===== src/rtl/ps2_rx_fifo_if.sv =====
// rtl/ps2_rx_fifo_if.sv - bus-side interface of the PS/2 receive FIFO
//
// Groups the register-bus facing signals of ps2_rx_fifo.
//   RD     : one-cycle pop strobe (bus -> fifo)
//   CLR    : one-cycle clear of sticky error flags (bus -> fifo)
//   RDATA  : head-of-FIFO byte, 8'h00 when empty (fifo -> bus)
//   EMPTY  : FIFO holds no entries
//   FULL   : FIFO holds 2**DEPTH_LOG2 entries
//   COUNT  : current entry count
//   OVF    : sticky overflow flag
//   PERR   : sticky parity-error flag
//   FERR   : sticky framing/timeout-error flag
interface ps2_rx_fifo_if #(
    parameter int DEPTH_LOG2 = 4
);
    logic                  RD;
    logic                  CLR;
    logic [7:0]            RDATA;
    logic                  EMPTY;
    logic                  FULL;
    logic [DEPTH_LOG2:0]   COUNT;
    logic                  OVF;
    logic                  PERR;
    logic                  FERR;

    modport master (
        output RD, CLR,
        input  RDATA, EMPTY, FULL, COUNT, OVF, PERR, FERR
    );

    modport slave (
        input  RD, CLR,
        output RDATA, EMPTY, FULL, COUNT, OVF, PERR, FERR
    );
endinterface


===== src/rtl/ps2_rx_fifo.sv =====
// rtl/ps2_rx_fifo.sv - PS/2 keyboard frame receiver feeding a first-word fall-through FIFO
//
// Ports:
//   CLK      : system clock, all logic on rising edge
//   RST      : synchronous active-low reset
//   PS2CLK   : PS/2 clock from keyboard (asynchronous, input only)
//   PS2DATA  : PS/2 data from keyboard (asynchronous, input only)
//   bus      : ps2_rx_fifo_if.slave (RD, CLR, RDATA, EMPTY, FULL, COUNT, OVF, PERR, FERR)
module ps2_rx_fifo #(
    parameter int TIMEOUT_CYCLES = 50000,
    parameter int DEPTH_LOG2     = 4
) (
    input  logic            CLK,
    input  logic            RST,
    input  logic            PS2CLK,
    input  logic            PS2DATA,
    ps2_rx_fifo_if.slave    bus
);
    localparam int DEPTH = 1 << DEPTH_LOG2;
    localparam int TW    = $clog2(TIMEOUT_CYCLES + 1);
    localparam logic [TW-1:0]       TMAX     = TW'(TIMEOUT_CYCLES - 1);
    localparam logic [DEPTH_LOG2:0] CNT_FULL = (DEPTH_LOG2 + 1)'(DEPTH);

    localparam logic [0:0] IDLE = 1'b0;
    localparam logic [0:0] RECV = 1'b1;

    // Synchronizers and clock history; all idle-high so reset values are 1.
    logic ps2clk_s1_q, ps2clk_s2_q, ps2clk_hist_q;
    logic ps2data_s1_q, ps2data_s2_q;

    logic [0:0]            state_q, state_d;
    logic [3:0]            bit_cnt_q, bit_cnt_d;
    logic [9:0]            shift_q, shift_d;
    logic [TW-1:0]         timer_q, timer_d;

    logic [7:0]            mem_q [DEPTH];
    logic [DEPTH_LOG2-1:0] wr_ptr_q, wr_ptr_d;
    logic [DEPTH_LOG2-1:0] rd_ptr_q, rd_ptr_d;
    logic [DEPTH_LOG2:0]   count_q, count_d;

    logic ovf_q, ovf_d, perr_q, perr_d, ferr_q, ferr_d;

    logic       fall;
    logic [9:0] frame_bits;
    logic       frame_done, timeout_evt;
    logic       parity_ok, stop_ok, frame_ok;
    logic       empty, full, pop, push, ovf_evt;

    assign fall = ps2clk_hist_q & ~ps2clk_s2_q;

    // Frame as it looks once the current bit is shifted in: [7:0] data, [8] parity, [9] stop.
    assign frame_bits = {ps2data_s2_q, shift_q[9:1]};
    assign parity_ok  = ^frame_bits[8:0];
    assign stop_ok    = frame_bits[9];

    always_comb begin
        state_d     = state_q;
        bit_cnt_d   = bit_cnt_q;
        shift_d     = shift_q;
        timer_d     = timer_q;
        frame_done  = 1'b0;
        timeout_evt = 1'b0;
        case (state_q)
            IDLE: begin
                timer_d   = '0;
                bit_cnt_d = '0;
                if (fall && !ps2data_s2_q) begin
                    state_d = RECV;
                end
            end
            default: begin
                if (fall) begin
                    timer_d = '0;
                    shift_d = frame_bits;
                    if (bit_cnt_q == 4'd9) begin
                        state_d    = IDLE;
                        bit_cnt_d  = '0;
                        frame_done = 1'b1;
                    end else begin
                        bit_cnt_d = bit_cnt_q + 4'd1;
                    end
                end else if (timer_q == TMAX) begin
                    state_d     = IDLE;
                    bit_cnt_d   = '0;
                    timer_d     = '0;
                    timeout_evt = 1'b1;
                end else begin
                    timer_d = timer_q + TW'(1);
                end
            end
        endcase
    end

    assign frame_ok = frame_done & parity_ok & stop_ok;

    // A pop in the same cycle frees the slot, so a full FIFO still accepts the byte.
    assign empty   = (count_q == '0);
    assign full    = (count_q == CNT_FULL);
    assign pop     = bus.RD & ~empty;
    assign push    = frame_ok & (~full | pop);
    assign ovf_evt = frame_ok & full & ~pop;

    always_comb begin
        wr_ptr_d = wr_ptr_q;
        rd_ptr_d = rd_ptr_q;
        count_d  = count_q;
        if (push) wr_ptr_d = wr_ptr_q + 1'b1;
        if (pop)  rd_ptr_d = rd_ptr_q + 1'b1;
        case ({push, pop})
            2'b10:   count_d = count_q + 1'b1;
            2'b01:   count_d = count_q - 1'b1;
            default: count_d = count_q;
        endcase
    end

    // Event wins over CLR so an error coinciding with a clear is not lost.
    always_comb begin
        ovf_d  = (ovf_q  & ~bus.CLR) | ovf_evt;
        perr_d = (perr_q & ~bus.CLR) | (frame_done & ~parity_ok);
        ferr_d = (ferr_q & ~bus.CLR) | (frame_done & ~stop_ok) | timeout_evt;
    end

    always_ff @(posedge CLK) begin
        if (!RST) begin
            ps2clk_s1_q   <= 1'b1;
            ps2clk_s2_q   <= 1'b1;
            ps2clk_hist_q <= 1'b1;
            ps2data_s1_q  <= 1'b1;
            ps2data_s2_q  <= 1'b1;
            state_q       <= IDLE;
            bit_cnt_q     <= '0;
            shift_q       <= '0;
            timer_q       <= '0;
            wr_ptr_q      <= '0;
            rd_ptr_q      <= '0;
            count_q       <= '0;
            ovf_q         <= 1'b0;
            perr_q        <= 1'b0;
            ferr_q        <= 1'b0;
        end else begin
            ps2clk_s1_q   <= PS2CLK;
            ps2clk_s2_q   <= ps2clk_s1_q;
            ps2clk_hist_q <= ps2clk_s2_q;
            ps2data_s1_q  <= PS2DATA;
            ps2data_s2_q  <= ps2data_s1_q;
            state_q       <= state_d;
            bit_cnt_q     <= bit_cnt_d;
            shift_q       <= shift_d;
            timer_q       <= timer_d;
            wr_ptr_q      <= wr_ptr_d;
            rd_ptr_q      <= rd_ptr_d;
            count_q       <= count_d;
            ovf_q         <= ovf_d;
            perr_q        <= perr_d;
            ferr_q        <= ferr_d;
        end
    end

    // Storage needs no reset: COUNT gates visibility of every entry.
    always_ff @(posedge CLK) begin
        if (push) begin
            mem_q[wr_ptr_q] <= frame_bits[7:0];
        end
    end

    assign bus.RDATA = empty ? 8'h00 : mem_q[rd_ptr_q];
    assign bus.EMPTY = empty;
    assign bus.FULL  = full;
    assign bus.COUNT = count_q;
    assign bus.OVF   = ovf_q;
    assign bus.PERR  = perr_q;
    assign bus.FERR  = ferr_q;
endmodule


===== src/flat_wrapper.sv =====
// flat-port wrapper written by rule: the top's interface ports become plain ports
module ps2_rx_fifo_flat 
#(
    parameter int TIMEOUT_CYCLES = 50000,
    parameter int DEPTH_LOG2     = 4
)
  (CLK, RST, PS2CLK, PS2DATA, bus_RD, bus_CLR, bus_RDATA, bus_EMPTY, bus_FULL, bus_COUNT, bus_OVF, bus_PERR, bus_FERR);
  ps2_rx_fifo_if #(.DEPTH_LOG2(DEPTH_LOG2)) bus_i ();
  input  logic CLK;
  input  logic RST;
  input  logic PS2CLK;
  input  logic PS2DATA;
  input wire logic [$bits(bus_i.RD)-1:0] bus_RD;
  input wire logic [$bits(bus_i.CLR)-1:0] bus_CLR;
  output wire logic [$bits(bus_i.RDATA)-1:0] bus_RDATA;
  output wire logic [$bits(bus_i.EMPTY)-1:0] bus_EMPTY;
  output wire logic [$bits(bus_i.FULL)-1:0] bus_FULL;
  output wire logic [$bits(bus_i.COUNT)-1:0] bus_COUNT;
  output wire logic [$bits(bus_i.OVF)-1:0] bus_OVF;
  output wire logic [$bits(bus_i.PERR)-1:0] bus_PERR;
  output wire logic [$bits(bus_i.FERR)-1:0] bus_FERR;
  assign bus_i.RD = bus_RD;
  assign bus_i.CLR = bus_CLR;
  assign bus_RDATA = bus_i.RDATA;
  assign bus_EMPTY = bus_i.EMPTY;
  assign bus_FULL = bus_i.FULL;
  assign bus_COUNT = bus_i.COUNT;
  assign bus_OVF = bus_i.OVF;
  assign bus_PERR = bus_i.PERR;
  assign bus_FERR = bus_i.FERR;
  ps2_rx_fifo #(.TIMEOUT_CYCLES(TIMEOUT_CYCLES), .DEPTH_LOG2(DEPTH_LOG2)) u_core (.CLK(CLK), .RST(RST), .PS2CLK(PS2CLK), .PS2DATA(PS2DATA), .bus(bus_i));
endmodule

===== config.mk =====
export PLATFORM = sky130hd
export DESIGN_NAME = ps2_rx_fifo_flat
export DESIGN_NICKNAME = d
export VERILOG_FILES = /design/src/rtl/ps2_rx_fifo_if.sv /design/src/rtl/ps2_rx_fifo.sv /design/src/flat_wrapper.sv
export SDC_FILE = /design/constraint.sdc
export NUM_CORES = 1
export LEC_CHECK = 0
export ABC_AREA = 1
export BUFFER_PORTS_ARGS = -buffer_cell sky130_fd_sc_hd__buf_2
export CORE_UTILIZATION = 35
export DETAILED_ROUTE_END_ITERATION = 10
export GPL_TIMING_DRIVEN = 0
export MAX_ROUTING_LAYER = met4
export PLACE_DENSITY = 0.56
export SLEW_MARGIN = 20
export SYNTH_ARGS = -nofsm -noshare
export SYNTH_HDL_FRONTEND = slang
export SYNTH_SLANG_ARGS = --single-unit

===== constraint.sdc =====
create_clock -name CLK -period 3.35 [get_ports CLK]
set_input_delay 0.5025 -clock CLK [delete_from_list [all_inputs] [get_ports CLK]]
set_output_delay 0.5025 -clock CLK [all_outputs]
set_load 0.005 [all_outputs]

### Yosys cells after proc, flatten, opt, wreduce, memory -nomap -nowiden

Memory sizes are Yosys's and may differ from the RTL's. A register that Yosys moved wholly into a read port is not among the register bits.
Index checks and enable logic that the tools add are counted.

| cells by class | value |
|---|---|
| equality and inequality tests | 5 |
| reduce and logical (&&, ||, !) cells | 9 |
| multiplexer cells | 20 |
| bitwise logic cells | 26 |
| $add $sub $neg | 6 |

Operators with widths:

| operator | number |
|---|---|
| two-way mux 4 bit | 5 |
| adder 16 x 1 -> 16 bit, second input constant | 1 |
| == test 16 bit, second input constant | 1 |
| two-way mux 1 bit | 13 |
| adder 4 x 1 -> 4 bit, second input constant | 3 |
| AND 1 bit | 12 |
| one-hot mux 5 bit (2 select lines) | 1 |
| NOT 1 bit | 9 |
| XOR reduction 9 bit | 1 |
| two-way mux 8 bit | 1 |
| adder 5 x 1 -> 5 bit, second input constant | 1 |
| == test 5 bit, second input constant | 1 |
| zero test 5 bit | 1 |
| OR 1 bit | 5 |
| subtractor 5 x 1 -> 5 bit, second input constant | 1 |
| == test 4 bit, second input constant | 1 |
| AND reduction 2 bit | 2 |
| nonzero test 2 bit | 2 |
| OR reduction 4 bit | 1 |
| == test 2 x 1 -> 1 bit, second input constant | 1 |
| == test 2 bit, second input constant | 1 |
| logical AND 1 bit | 1 |
| zero test 1 bit | 1 |

| word-level totals | value |
|---|---|
| bits of input ports | 6 |
| memory bits (writable) | 128 |
| memories | 1 |
| register bits after elaboration | 52 |

Memories:

| name | words | bits a word | rd ports | clocked after Yosys merged registers in | write ports | RTL line | source |
|---|---|---|---|---|---|---|---|
| u_core.mem_q | 16 | 8 | 1 | 1 | 1 | ps2_rx_fifo.sv:36 | `logic [7:0] mem_q [DEPTH];` |

### Depth between registers and ports, before layout

Gate-level depths: netlist (run 1).

| depth | value |
|---|---|
| word-level depth | 9 |
| depth in mapped cells | 19 |
| depth with buffers taken out | 19 |

### Least setup slack after synthesis (run 1)

OpenSTA, ideal clock, no wires.

| timing path | value |
|---|---|
| path type | register to register |
| start point | register u_core.shift_q[4] |
| end point | register u_core.count_q[4], in the netlist u_core.bus.COUNT[4] |
| library setup time | 0.115 ns |
| path buffers | 0 |
| setup slack | 0.888 ns |
| stages on the path, launching flop included | 19 |
| required time | 3.235 ns |
| arrival | 2.347 ns |
| cell sequence | dfxtp_1 inv_1 nand2_1 nand3_2 nand3_1 nand2_1 nand2_2 nand4_1 nand2_2 inv_1 ha_1 nand2_1 nor2_1 a211oi_1 nand2_1 nand2_2 nand3_1 nand2_1 nor2_1 |

| between the ends | value |
|---|---|
| word-level cells in the longest chain between the ends | 6 |
| elaborated cells on any way between the ends | 8 |
| those cells by class | eq/ne (2); mux (1); bitwise (3); reduce/logical (2) |

Ends and longest elaborated chain:

| element | RTL line | source |
|---|---|---|
| from (decl) | ps2_rx_fifo.sv:33 | `logic [9:0] shift_q, shift_d;` |
| from (signal assigned) | ps2_rx_fifo.sv:148 | `shift_q <= shift_d;` |
| XOR reduction 9 bit * | ps2_rx_fifo.sv:53 | `assign parity_ok = ^frame_bits[8:0];` |
| AND 1 bit * (2 in a row) | ps2_rx_fifo.sv:94 | `assign frame_ok = frame_done & parity_ok & stop_ok;` |
| AND 1 bit * | ps2_rx_fifo.sv:100 | `assign push = frame_ok & (~full \| pop);` |
| == test 2 x 1 -> 1 bit / == test 2 bit (equally long branches) | ps2_rx_fifo.sv:109 | `case ({push, pop})` |
| one-hot mux 5 bit (2 select lines) / nonzero test 2 bit (equally long branches) | n/a |  |
| to (signal assigned) | ps2_rx_fifo.sv:152 | `count_q <= count_d;` |
| to (decl) | ps2_rx_fifo.sv:39 | `logic [DEPTH_LOG2:0] count_q, count_d;` |

Mark *: on every way between the ends. The rest lies on a longest branch, timed or not.
A chain may end at the register's enable or synchronous reset.

==> results.md, run 1 <==
| Step | Quantity | Value |
|---|---|---|
| critical path | Crit path required time | 2.85 ns |
| timing | Worst Skew | 0.0158 ns |
| synthesis | Flop and latch count out of synthesis | 183 |
| critical path | Number of cells on the critical path | 7 |
| timing | Total negative slack for setup checks | 0 ns |
| synthesis | Synthesized area per cell | 10.9 sq um |
| clocking | Clock transition at the registers of the reported paths | 0.07 ns |
| finish | Count of inserted antenna diode cells | 0 |
| power | Total power divided by cell area | 507 nW/um^2 |
| synthesis | Net count after synthesis | 718 |
| synthesis | Number of library cell types mapped by synthesis | 43 |
| synthesis | Fraction of the yosys area taken by sequential cells | 64.7% |
| finish | Post-layout instance area | 8690 sq um |
| place | Sum of net half-perimeters after detailed placement | 12,100 um |
| grt | Layer with the highest usage | met2 |
| clocking | H-Tree Level Count | 4 |
| timing | Final period utilization | 93.1% |
| place | Port bufs | 23 |
| grt | Total gr overflow | 0 |
| grt | Initial antenna violation count | 0 |
| clocking | Cell at the root of the clock tree | clkbuf_16 |
| flow run | Count of maximum capacitance violations | 0 |
| floorplanning | Standard-cell rows | 53 |
| critical path | Cell with the biggest individual delay on the critical path | clkbuf_1 |
| grt | Pin count of the biggest net entering global routing | 21 |
| synthesis | Post-Synthesis Cells | 700 |
| critical path | Setup slack on the worst flop-to-flop path | 0.41 ns |
| timing | Worst Tran Pin Value | 0.913 ns |
| timing | Final Hold Vio Count | 0 |
| critical path | Worst-path cell chain | buf_2, clkbuf_1, o21ai_0, o221ai_1, nand3_1, a21oi_1, buf_2 |
| floorplanning | Die width | 150 um |
| clocking | Clock latency on the worst-skew pair | 0.44 ns |
| route | Final routed wire length divided by cell count | 17.8 um |
| finish | Highest-count cells in the layout ignoring fill and taps | edfxtp_1, nor2_1, o21ai_0, nand2_1, dfxtp_1 |
| finish | Area growth syn-to-layout | 13.7% |
| finish | Count of nets after finishing | 760 |
| critical path | Kind of critical path | reg -> out |
| critical path | Worst path buffer plus inverter count | 3 |
| floorplanning | Die span in y | 150 um |
| timing | Maximum clock frequency | 320 MHz |
| synthesis | Yosys warnings | 0 |
| route | Number of remaining DRC errors | 0 |
| critical path | Most numerous cell on the critical path | buf_2 |
| finish | Most common cell after layout, fill and taps aside | edfxtp_1 |
| grt | GR met1 Demand/Resource | 23.4% |
| route | Vias after detailed routing | 5,282 |
| worst hold path | Path class of the lowest-slack min-delay path | in -> reg |
| timing | Crit path time final | 3.12 ns |
| clocking | Number of sinks on the clock net | 183 |
| power | Cell leakage power | 3.24 nW |
| route | DRT Wirelength | 18,300 um |
| floorplanning | Die outline area | 22,400 sq um |
| timing | Final setup violation count | 0 |
| synthesis | Cell area after synthesis | 7640 sq um |
| finish | Fillers | 2,058 |
| critical path | Largest fanout of any net on the critical path | 10 |
| critical path | Critical path arrival | 2.62 ns |
| route | Number of DRC markers after the initial detailed-route iteration | 491 |
| timing | RSZ-0062 raised after global routing | false |
| critical path | Reg-to-reg critical path startpoint | u_core.shift_q[7]$_SDFFE_PN0P_ |
| critical path | Type of destination of the critical path | output port |
| floorplanning | Count of pins on the block boundary | 24 |
| timing | Final number of max-transition violations | 0 |
| critical path | Largest stage delay, worst path | 0.56 ns |
| grt | All-Layer GR Usage | 17.7% |
| power | Maximum resistive drop on vdd | 0.000388 V |
| grt | Met3 routing resource usage after global routing | 2.62% |
| floorplanning | Initial standard-cell utilization of the core | 36.0% |
| clocking | Clock tree from TritonCTS | yes |
| timing | Worst Hold Slack | 0.248 ns |
| critical path | CP Capture Point | bus_RDATA[1] |
| route | Post-detailed-route count of antenna-violating nets | 0 |
| critical path | Critical Path Source Type | flip-flop |
| place | Global placer's final weighted congestion | 0.806 |
| grt | First-pass GRT wire length | 28,000 um |
| grt | Via count of the first global-routing pass | 4,913 |
| clocking | Max Buffers Root-to-Sink | 2 |
| grt | Met2 Resource Use GR | 27.5% |
| place | Post-placement cell area | 8100 sq um |
| critical path | Cell type group with the largest total delay on the critical path | buffers and inverters |
| finish | Fraction of layout cells with a size suffix above 1 | 14.7% |
| route | Detailed-routing iteration count for the pre-antenna-repair pass | 5 |
| timing | Headroom to the max-slew limit | 38.9% |
| critical path | Terminus of the critical flop-to-flop path | u_core.bus.COUNT[4]$_SDFFE_PN0P_ |
| clocking | CTS buffer count | 17 |
| status | Run status | complete, no violations |
| route | Via/cell ratio | 5.13 |
| critical path | Cell count of the worst reg-to-reg path | 17 |
| floorplanning | Floorplan core area | 21,200 sq um |
## metrics by stage
stage / power [W] / instances / util (%) / setup WS [ns]
floorplan: 0.00246 / 700 / - / 0.888
global placement: 0.00247 / 998 / 38.2 / 0.245
detailed placement: 0.00247 / 998 / 38.2 / 0.222
CTS: 0.00444 / 1030 / 40.9 / 0.196
global route: 0.00452 / 1030 / 41.0 / 0.0300
finish: 0.00441 / 1030 / 41.0 / 0.230
## area by class of cell
cell class / count / area [sq um] / share of cell area (%)
clock buffer: 17 / 425 / 4.89
inverter: 48 / 185 / 2.13
timing repair buffer: 23 / 115 / 1.32
clock inverter: 15 / 155 / 1.78
multi-input combinational: 442 / 2400 / 27.6
buffer: 27 / 118 / 1.35
sequential: 183 / 4950 / 57.0
tap: 275 / 344 / 3.96
## cells in the mapped netlist, drive strengths merged
library cell / number / share of area (%)
or2: 6 / 0.49
clkbuf: 22 / 1.1
fa: 1 / 0.26
a21oi: 37 / 2.5
a31o: 1 / 0.11
nand3: 33 / 2.5
nor3: 8 / 0.52
o221ai: 23 / 2.6
inv: 47 / 2.3
o21ai: 85 / 5.6
nand2: 73 / 4.4
nor4: 3 / 0.41
a21boi: 1 / 0.098
xor2: 6 / 0.69
nor2: 124 / 6.7
a211oi: 1 / 0.098
o22ai: 13 / 1.1
o21a: 1 / 0.098
o211ai: 1 / 0.098
xnor2: 2 / 0.23
edfxtp: 128 / 50
nor3b: 4 / 0.46
nand4: 7 / 0.57
dfxtp: 55 / 14
a31oi: 1 / 0.082
ha: 11 / 1.8
buf: 5 / 0.41
clkinv: 1 / 0.11
## how the worst min path moves through the flow
stage | start | end | slack (ns) | cells after the start
finish | PS2DATA | u_core.ps2data_s1_q$_SDFF_PN1_ | 0.25 | 2
floorplan | u_core.ps2clk_s1_q$_SDFF_PN1_ | u_core.ps2clk_s2_q$_SDFF_PN1_ | 0.39 | 1
global route | PS2CLK | u_core.ps2clk_s1_q$_SDFF_PN1_ | 0.24 | 2
global placement | u_core.ps2data_s1_q$_SDFF_PN1_ | u_core.ps2data_s2_q$_SDFF_PN1_ | 0.39 | 1
CTS | PS2DATA | u_core.ps2data_s1_q$_SDFF_PN1_ | 0.23 | 2
detailed placement | u_core.ps2data_s1_q$_SDFF_PN1_ | u_core.ps2data_s2_q$_SDFF_PN1_ | 0.40 | 1
## routing by layer
layer	part of all wire [%]	wire length, um
met5	0	0
met3	6.1	1130
met1	45	8330
met4	1.5	273
met2	47	8620
## where the power goes
group | total (W) | internal, W | switching (W)
Combinational | 0.0000243 | 0.00000882 | 0.0000155
Sequential | 0.00239 | 0.00239 | 0.00000306
Clock | 0.00199 | 0.00105 | 0.000937
Total | 0.00441 | 0.00345 | 0.000956
## what timing repair did
action,4_1_cts,5_1_grt
setup endpoints to repair,0,1
gates resized for setup,0,7
hold buffers,0,0
buffers inserted,0,0
## cells by family after synthesis
family          after synthesis  synth area share (%)
flops                       183                  64.7
simple gates                258                  15.9
compound gates              164                  12.4
buf+inv                      75                  3.96
xor+xnor                      8                 0.917
fa+ha+maj                    12                  2.06
## state kept, by name, summed over array words and instances (netlist names), named ones only
signal,flops
u_core.bus.PERR,1
u_core.timer_q,16
u_core.bus.FERR,1
u_core.bit_cnt_q,4
u_core.state_q,1
u_core.bus.COUNT,5
u_core.wr_ptr_q,4
u_core.bus.OVF,1
u_core.shift_q,9
u_core.ps2data_s1_q,1
u_core.ps2clk_s2_q,1
u_core.ps2clk_hist_q,1
u_core.mem_q,128
u_core.ps2clk_s1_q,1
u_core.ps2data_s2_q,1
u_core.rd_ptr_q,4
No activity file was read; power rests on OpenSTA's default activity.
==> run 2: changes to the inputs <==
--- a/config.mk
+++ b/config.mk
@@ -7,7 +7,9 @@
 export LEC_CHECK = 0
 export ABC_AREA = 1
 export BUFFER_PORTS_ARGS = -buffer_cell sky130_fd_sc_hd__buf_2
+export CORE_ASPECT_RATIO = 2
 export CORE_UTILIZATION = 35
+export CTS_CLUSTER_SIZE = 10
 export DETAILED_ROUTE_END_ITERATION = 10
 export GPL_TIMING_DRIVEN = 0
 export MAX_ROUTING_LAYER = met4
==> run 2 against run 1 <==
  * Clock power rose by 10%
  * Hold slack improved by 0.011 ns
  * Routed wire length rose by 4.3%
  * Maximum frequency barely moved
  * Flip-flop and latch count did not move
  * Clock skew fell by 0.0092 ns
  * Core utilization fell by 0.22 points
  * Largest power group unchanged
  * Non-clock buffer count did not move
  * Critical path depth rose by 1
  * First-iteration DRC count fell by 37%
  * Highest routed layer unchanged
==> results.md, run 2 (synthesized netlist as in run 1, its figures left out) <==
| Step | Quantity | Value |
|---|---|---|
| timing | Final setup violation count | 0 |
| clocking | Number of sinks on the clock net | 183 |
| critical path | Crit path required time | 2.85 ns |
| critical path | Largest fanout of any net on the critical path | 10 |
| power | Maximum resistive drop on vdd | 0.000355 V |
| grt | First-pass GRT wire length | 29,600 um |
| critical path | Critical Path Source Type | flip-flop |
| timing | Worst Skew | 0.00660 ns |
| grt | Total gr overflow | 0 |
| clocking | Clock latency on the worst-skew pair | 0.44 ns |
| critical path | Cell with the biggest individual delay on the critical path | o22ai_1 |
| worst hold path | Path class of the lowest-slack min-delay path | in -> reg |
| critical path | Cell count of the worst reg-to-reg path | 18 |
| critical path | Largest stage delay, worst path | 0.43 ns |
| finish | Largest Register | u_core.mem_q |
| clocking | Clock tree from TritonCTS | yes |
| critical path | Worst-path cell chain | buf_2, inv_2, clkbuf_1, o21ai_0, o22ai_1, o21ai_0, a21oi_1, buf_2 |
| timing | Headroom to the max-slew limit | 37.6% |
| timing | Crit path time final | 3.12 ns |
| worst hold path | Worst hold path startpoint | PS2CLK |
| grt | Initial antenna violation count | 0 |
| critical path | Critical path arrival | 2.62 ns |
| clocking | Cell at the root of the clock tree | clkbuf_16 |
| critical path | Reg-to-reg critical path startpoint | u_core.shift_q[2]$_SDFFE_PN0P_ |
| finish | Final std cells w/o fill | 1,028 |
| clocking | Hold Buf Count CTS | 0 |
| clocking | Clock transition at the registers of the reported paths | 0.07 ns |
| finish | Flip-flop count of the largest register, all copies and words added | 128 |
| power | Total power divided by cell area | 526 nW/um^2 |
| finish | Biggest registers after layout | u_core.mem_q x128, u_core.timer_q x16, u_core.shift_q x9 |
| finish | Fraction of layout cells with a size suffix above 1 | 14.2% |
| place | Sum of net half-perimeters after detailed placement | 13,800 um |
| finish | Area growth syn-to-layout | 14.6% |
| floorplanning | Standard-cell rows | 76 |
| clocking | Max Buffers Root-to-Sink | 2 |
| route | DRT Wirelength | 19,100 um |
| timing | Final Hold Vio Count | 0 |
| timing | Final number of max-transition violations | 0 |
| worst hold path | Worst Hold End | u_core.ps2clk_s1_q$_SDFF_PN1_ |
| floorplanning | Die width | 106 um |
| critical path | Terminus of the critical flop-to-flop path | u_core.bus.COUNT[4]$_SDFFE_PN0P_ |
| place | Cell count after placement | 996 |
| route | Post-detailed-route count of antenna-violating nets | 0 |
| critical path | Setup slack on the worst flop-to-flop path | 0.32 ns |
| floorplanning | Floorplan core area | 21,500 sq um |
| critical path | Kind of critical path | reg -> out |
| clocking | CTS buffer count | 17 |
| finish | Most common cell after layout, fill and taps aside | edfxtp_1 |
| finish | Highest-count cells in the layout ignoring fill and taps | edfxtp_1, nor2_1, o21ai_0, nand2_1, dfxtp_1 |
| timing | PnR worst setup slack | 0.230 ns |
| floorplanning | Count of pins on the block boundary | 24 |
| place | Setup slack at placement | 0.0783 ns |
| floorplanning | Initial standard-cell utilization of the core | 35.6% |
| worst hold path | Cell depth of the worst hold path | 2 |
| timing | RSZ-0062 raised after global routing | false |
| timing | Total negative slack for setup checks | 0 ns |
| flow run | Count of maximum capacitance violations | 0 |
| route | Final routed wire length divided by cell count | 18.6 um |
| route | Number of remaining DRC errors | 0 |
| route | Vias after detailed routing | 5,293 |
| route | Detailed-routing iteration count for the pre-antenna-repair pass | 5 |
| finish | Count of inserted antenna diode cells | 0 |
| timing | Worst Tran Pin Value | 0.933 ns |
| floorplanning | Die span in y | 211 um |
| place | Global placer's final weighted congestion | 0.867 |
| grt | Via count of the first global-routing pass | 5,375 |
| critical path | Type of destination of the critical path | output port |
| status | Run status | complete, no violations |
| finish | Count of nets after finishing | 760 |
| grt | All-Layer GR Usage | 18.7% |
| power | Cell leakage power | 3.27 nW |
| grt | Pin count of the biggest net entering global routing | 21 |
| clocking | H-Tree Level Count | 4 |
| place | Port bufs | 23 |
| route | Via/cell ratio | 5.15 |
| timing | Maximum clock frequency | 321 MHz |
| route | Number of DRC markers after the initial detailed-route iteration | 307 |
| timing | Final period utilization | 93.1% |
| floorplanning | Die outline area | 22,500 sq um |
run 2: cell count changes in the layout (fill, tap and decap cells not counted):
cell,change
bufinv_16,+4
inv_8,-3
clkinv_4,+2
clkinv_2,+1
clkinvlp_4,-1
dfxtp_1,+4
inv_6,-4
dfxtp_2,-4
clkbuf_2,+1
run 2: worst max-delay path by stage:
stage / start / endpoint / depth (start not counted)
after floorplan: u_core.shift_q[4]$_SDFFE_PN0P_ / u_core.bus.COUNT[4]$_SDFFE_PN0P_ / 18
after global placement: u_core.shift_q[4]$_SDFFE_PN0P_ / u_core.bus.COUNT[4]$_SDFFE_PN0P_ / 18
after detailed placement: u_core.shift_q[4]$_SDFFE_PN0P_ / u_core.bus.COUNT[4]$_SDFFE_PN0P_ / 18
after CTS: u_core.shift_q[4]$_SDFFE_PN0P_ / u_core.bus.COUNT[4]$_SDFFE_PN0P_ / 18
after global routing: flip-flop / bus_RDATA[1] / 7
final: flip-flop / bus_RDATA[3] / 8
run 2: cell type report:
class,instances,area (sq um)
repair buffers,23,115
flip-flops and latches,183,4950
clock buffers,18,429
inverters,48,185
well taps,273,342
fillers,2164,12700
plain buffers,27,119
multi-input cells,442,2400
clock inverters,14,221
run 2: report_power, final:
part | leakage (nW) | switching [W] | internal (W)
Combinational | 1.12 | 0.0000161 | 0.00000884
Clock | 0.307 | 0.000856 | 0.00133
Sequential | 1.85 | 0.00000317 | 0.00239
run 2: worst max-delay path: cells and delay by family, from the launching register on:
family / cells / cell delay, ns
compound gates: 4 / 0.95
buf+inv: 4 / 0.91
flops: 1 / 0.31
run 2: metrics by stage:
stage	total power (W)	utilization [%]	cell area, sq um	hold slack, ns
4_1_cts	0.00463	40.7	8750	0.250
3_5_place_dp	0.00247	37.7	8100	0.404
2_1_floorplan	0.00246	-	7640	0.393
3_3_place_gp	0.00247	37.7	8100	0.396
5_1_grt	0.00473	40.7	8760	0.257
6_report	0.00460	40.7	8760	0.259
run 2: layer usage:
metal	wire length [um]	vias to the layer above	part of all wire (%)	global-route usage [%]
li1	-	2567	-	-
met1	6450	2556	34	16.9
met2	11000	121	57	35.3
met3	738	49	3.9	3.70
met4	949	0	5.0	11.0
met5	0	-	0	-
run 2: timing repair:
| item | 4_1_cts | 5_1_grt |
|---|---|---|
| buffers inserted | 0 | 0 |
| setup endpoints to repair | 0 | 64 |
| gates resized for setup | 0 | 5 |
==> run 3: changes to the inputs <==
==> constraint.sdc (replaced) <==
create_clock -name CLK -period 3.35 [get_ports CLK]
set_input_delay 0.335 -clock CLK [delete_from_list [all_inputs] [get_ports CLK]]
set_output_delay 0.335 -clock CLK [all_outputs]
set_load 0.005 [all_outputs]
==> run 3 against run 2 <==
  * Cell count stayed put
  * Global-route usage stayed put
  * Clock skew is 0.00068 ns higher
  * Flip-flop and latch count stayed put
  * Routed wire length hardly changed
  * Sequential share of layout area hardly changed
  * Non-clock buffer count stayed put
  * Clock-buffer cell count stayed put
  * Via count hardly changed
  * Core utilization hardly changed
  * Power hardly changed
  * Clock power hardly changed
==> results.md, run 3 (synthesized netlist as in run 1, its figures left out) <==
| Step | Quantity | Value |
|---|---|---|
| route | Vias after detailed routing | 5,291 |
| floorplanning | Floorplan core area | 21,500 sq um |
| critical path | Critical path arrival | 3.36 ns |
| power | Cell leakage power | 3.27 nW |
| timing | Total negative slack for setup checks | 0 ns |
| finish | Count of nets after finishing | 760 |
| grt | All-Layer GR Usage | 18.7% |
| power | Clock network fraction of design power | 47.5% |
| finish | Biggest registers after layout | u_core.mem_q x128, u_core.timer_q x16, u_core.shift_q x9 |
| finish | Area growth syn-to-layout | 14.5% |
| floorplanning | Die outline area | 22,500 sq um |
| timing | Crit path time final | 3.03 ns |
| power | Total net switching power | 0.000876 W |
| timing | Final number of max-transition violations | 0 |
| status | Run status | complete, no violations |
| finish | Fillers | 2,164 |
| critical path | Crit path required time | 3.68 ns |
| power | Switching share of power | 19.0% |
| route | Post-detailed-route count of antenna-violating nets | 0 |
| clocking | Clock transition at the registers of the reported paths | 0.06 ns |
| grt | Total gr overflow | 0 |
| timing | RSZ-0062 raised after global routing | false |
| grt | Via count of the first global-routing pass | 5,375 |
| critical path | Kind of critical path | reg -> reg |
| place | Global placer's final weighted congestion | 0.867 |
| grt | First-pass GRT wire length | 29,600 um |
| floorplanning | Die width | 106 um |
| place | Port bufs | 23 |
| finish | Largest Register | u_core.mem_q |
| route | Detailed-routing iteration count for the pre-antenna-repair pass | 5 |
| critical path | Critical Path Source Type | flip-flop |
| worst hold path | Path class of the lowest-slack min-delay path | in -> reg |
| timing | Final period utilization | 90.4% |
| finish | Count of inserted antenna diode cells | 0 |
| clocking | CTS buffer count | 17 |
| timing | Headroom to the max-slew limit | 36.9% |
| grt | Pin count of the biggest net entering global routing | 21 |
| clocking | Setup bufs post-CTS | 0 |
| power | Combinational group share of total power | 0.5% |
| route | Number of remaining DRC errors | 0 |
| route | DRT Wirelength | 19,100 um |
| floorplanning | Count of pins on the block boundary | 24 |
| clocking | Number of sinks on the clock net | 183 |
| finish | Post-layout instance area | 8750 sq um |
| critical path | Largest fanout of any net on the critical path | 20 |
| finish | Flip-flop count of the largest register, all copies and words added | 128 |
| route | Via/cell ratio | 5.15 |
| power | Sequential fraction of design power | 52.0% |
| route | Number of DRC markers after the initial detailed-route iteration | 292 |
| grt | Initial antenna violation count | 0 |
| clocking | Clock tree from TritonCTS | yes |
| timing | Worst Tran Pin Value | 0.943 ns |
| place | Post-placement cell area | 8100 sq um |
| timing | Maximum clock frequency | 330 MHz |
| place | Sum of net half-perimeters after detailed placement | 13,800 um |
| finish | Fraction of layout cells with a size suffix above 1 | 14.0% |
| power | Total power divided by cell area | 526 nW/um^2 |
| floorplanning | Standard-cell rows | 76 |
| route | Final routed wire length divided by cell count | 18.6 um |
| clocking | Clock latency on the worst-skew pair | 0.44 ns |
| finish | Most common cell after layout, fill and taps aside | edfxtp_1 |
| clocking | Hold Buf Count CTS | 0 |
| critical path | Type of destination of the critical path | flip-flop |
| clocking | Max Buffers Root-to-Sink | 2 |
| power | Cell internal power dissipation | 0.00373 W |
| power | Maximum resistive drop on vdd | 0.000355 V |
| floorplanning | Die span in y | 211 um |
| flow run | Count of maximum capacitance violations | 0 |
| timing | Final Hold Vio Count | 0 |
| clocking | Cell at the root of the clock tree | clkbuf_16 |
| timing | Final setup violation count | 0 |
| floorplanning | Initial standard-cell utilization of the core | 35.6% |
| finish | Highest-count cells in the layout ignoring fill and taps | edfxtp_1, nor2_1, o21ai_0, nand2_1, dfxtp_1 |
| finish | Final core utilization | 40.7% |
| clocking | H-Tree Level Count | 4 |
| timing | Worst Skew | 0.00729 ns |
[run 3: per-layer routing]
metal  track usage [%]  vias up  wire [um]
met5                 -        -          0
met3              3.70       50        726
met2              35.3      119      11000
met1              16.9     2554       6470
li1                  -     2568          -
met4              11.0        0        962
[run 3: worst paths after layout]
path                                      endpoint  slack, ns                           start  cells past startpoint
setup / recovery  u_core.bus.COUNT[4]$_SDFFE_PN0P_       0.32  u_core.shift_q[2]$_SDFFE_PN0P_                     18
hold / removal       u_core.ps2clk_s1_q$_SDFF_PN1_       0.09                          PS2CLK                      2
setup reg to reg  u_core.bus.COUNT[4]$_SDFFE_PN0P_       0.32  u_core.shift_q[2]$_SDFFE_PN0P_                     18
hold reg to reg      u_core.ps2clk_s2_q$_SDFF_PN1_       0.42   u_core.ps2clk_s1_q$_SDFF_PN1_                      1
[run 3: through the flow]
stage               power [W]  hold WS, ns  worst slack (ns)  cells
floorplan             0.00246        0.393             0.888    700
global placement      0.00247        0.396            0.0805    996
detailed placement    0.00247        0.404            0.0783    996
CTS                   0.00463       0.0829            0.0658   1028
global route          0.00473       0.0900            0.0602   1028
finish                0.00461       0.0914             0.321   1028
[run 3: what timing repair did]
item | in CTS | in global routing
setup endpoints to repair | 0 | 63
gates resized for setup | 0 | 3
endpoints found under the hold margin | 0 | 0
[run 3: cell type report]
class                      instances  area, sq um  share of cell area, %
buffer                            27          118                   1.34
clock buffer                      18          429                   4.90
clock inverter                    14          221                   2.53
inverter                          48          185                   2.12
multi-input combinational        442         2400                   27.4
sequential                       183         4950                   56.5
tap                              273          342                   3.90
timing repair buffer              23          115                   1.31
[run 3: worst max-delay path: stages, from the launching register on]
cell	delay, ns
dfxtp_1	0.81
nand2_1	0.15
nand2_1	0.11
nand2_1	0.05
nand2_1	0.12
inv_1	0.06
nand3_2	0.10
nand4_1	0.18
nand2_2	0.21
inv_1	0.10
ha_1	0.34
nand2_1	0.08
nor2_1	0.04
a211oi_1	0.24
nand2_1	0.11
nand2_2	0.08
nand3_1	0.06
nand2_1	0.06
nor2_1	0.03
[run 3: power groups by stage]
| stage | Combinational (W) | Clock (W) | Sequential (W) |
|---|---|---|---|
| floorplan | 0.0000159 | 0 | 0.00244 |
| global placement | 0.0000257 | 0 | 0.00244 |
| detailed placement | 0.0000258 | 0 | 0.00244 |
| CTS | 0.0000260 | 0.00221 | 0.00239 |
| global route | 0.0000284 | 0.00231 | 0.00239 |
| finish | 0.0000249 | 0.00219 | 0.00239 |
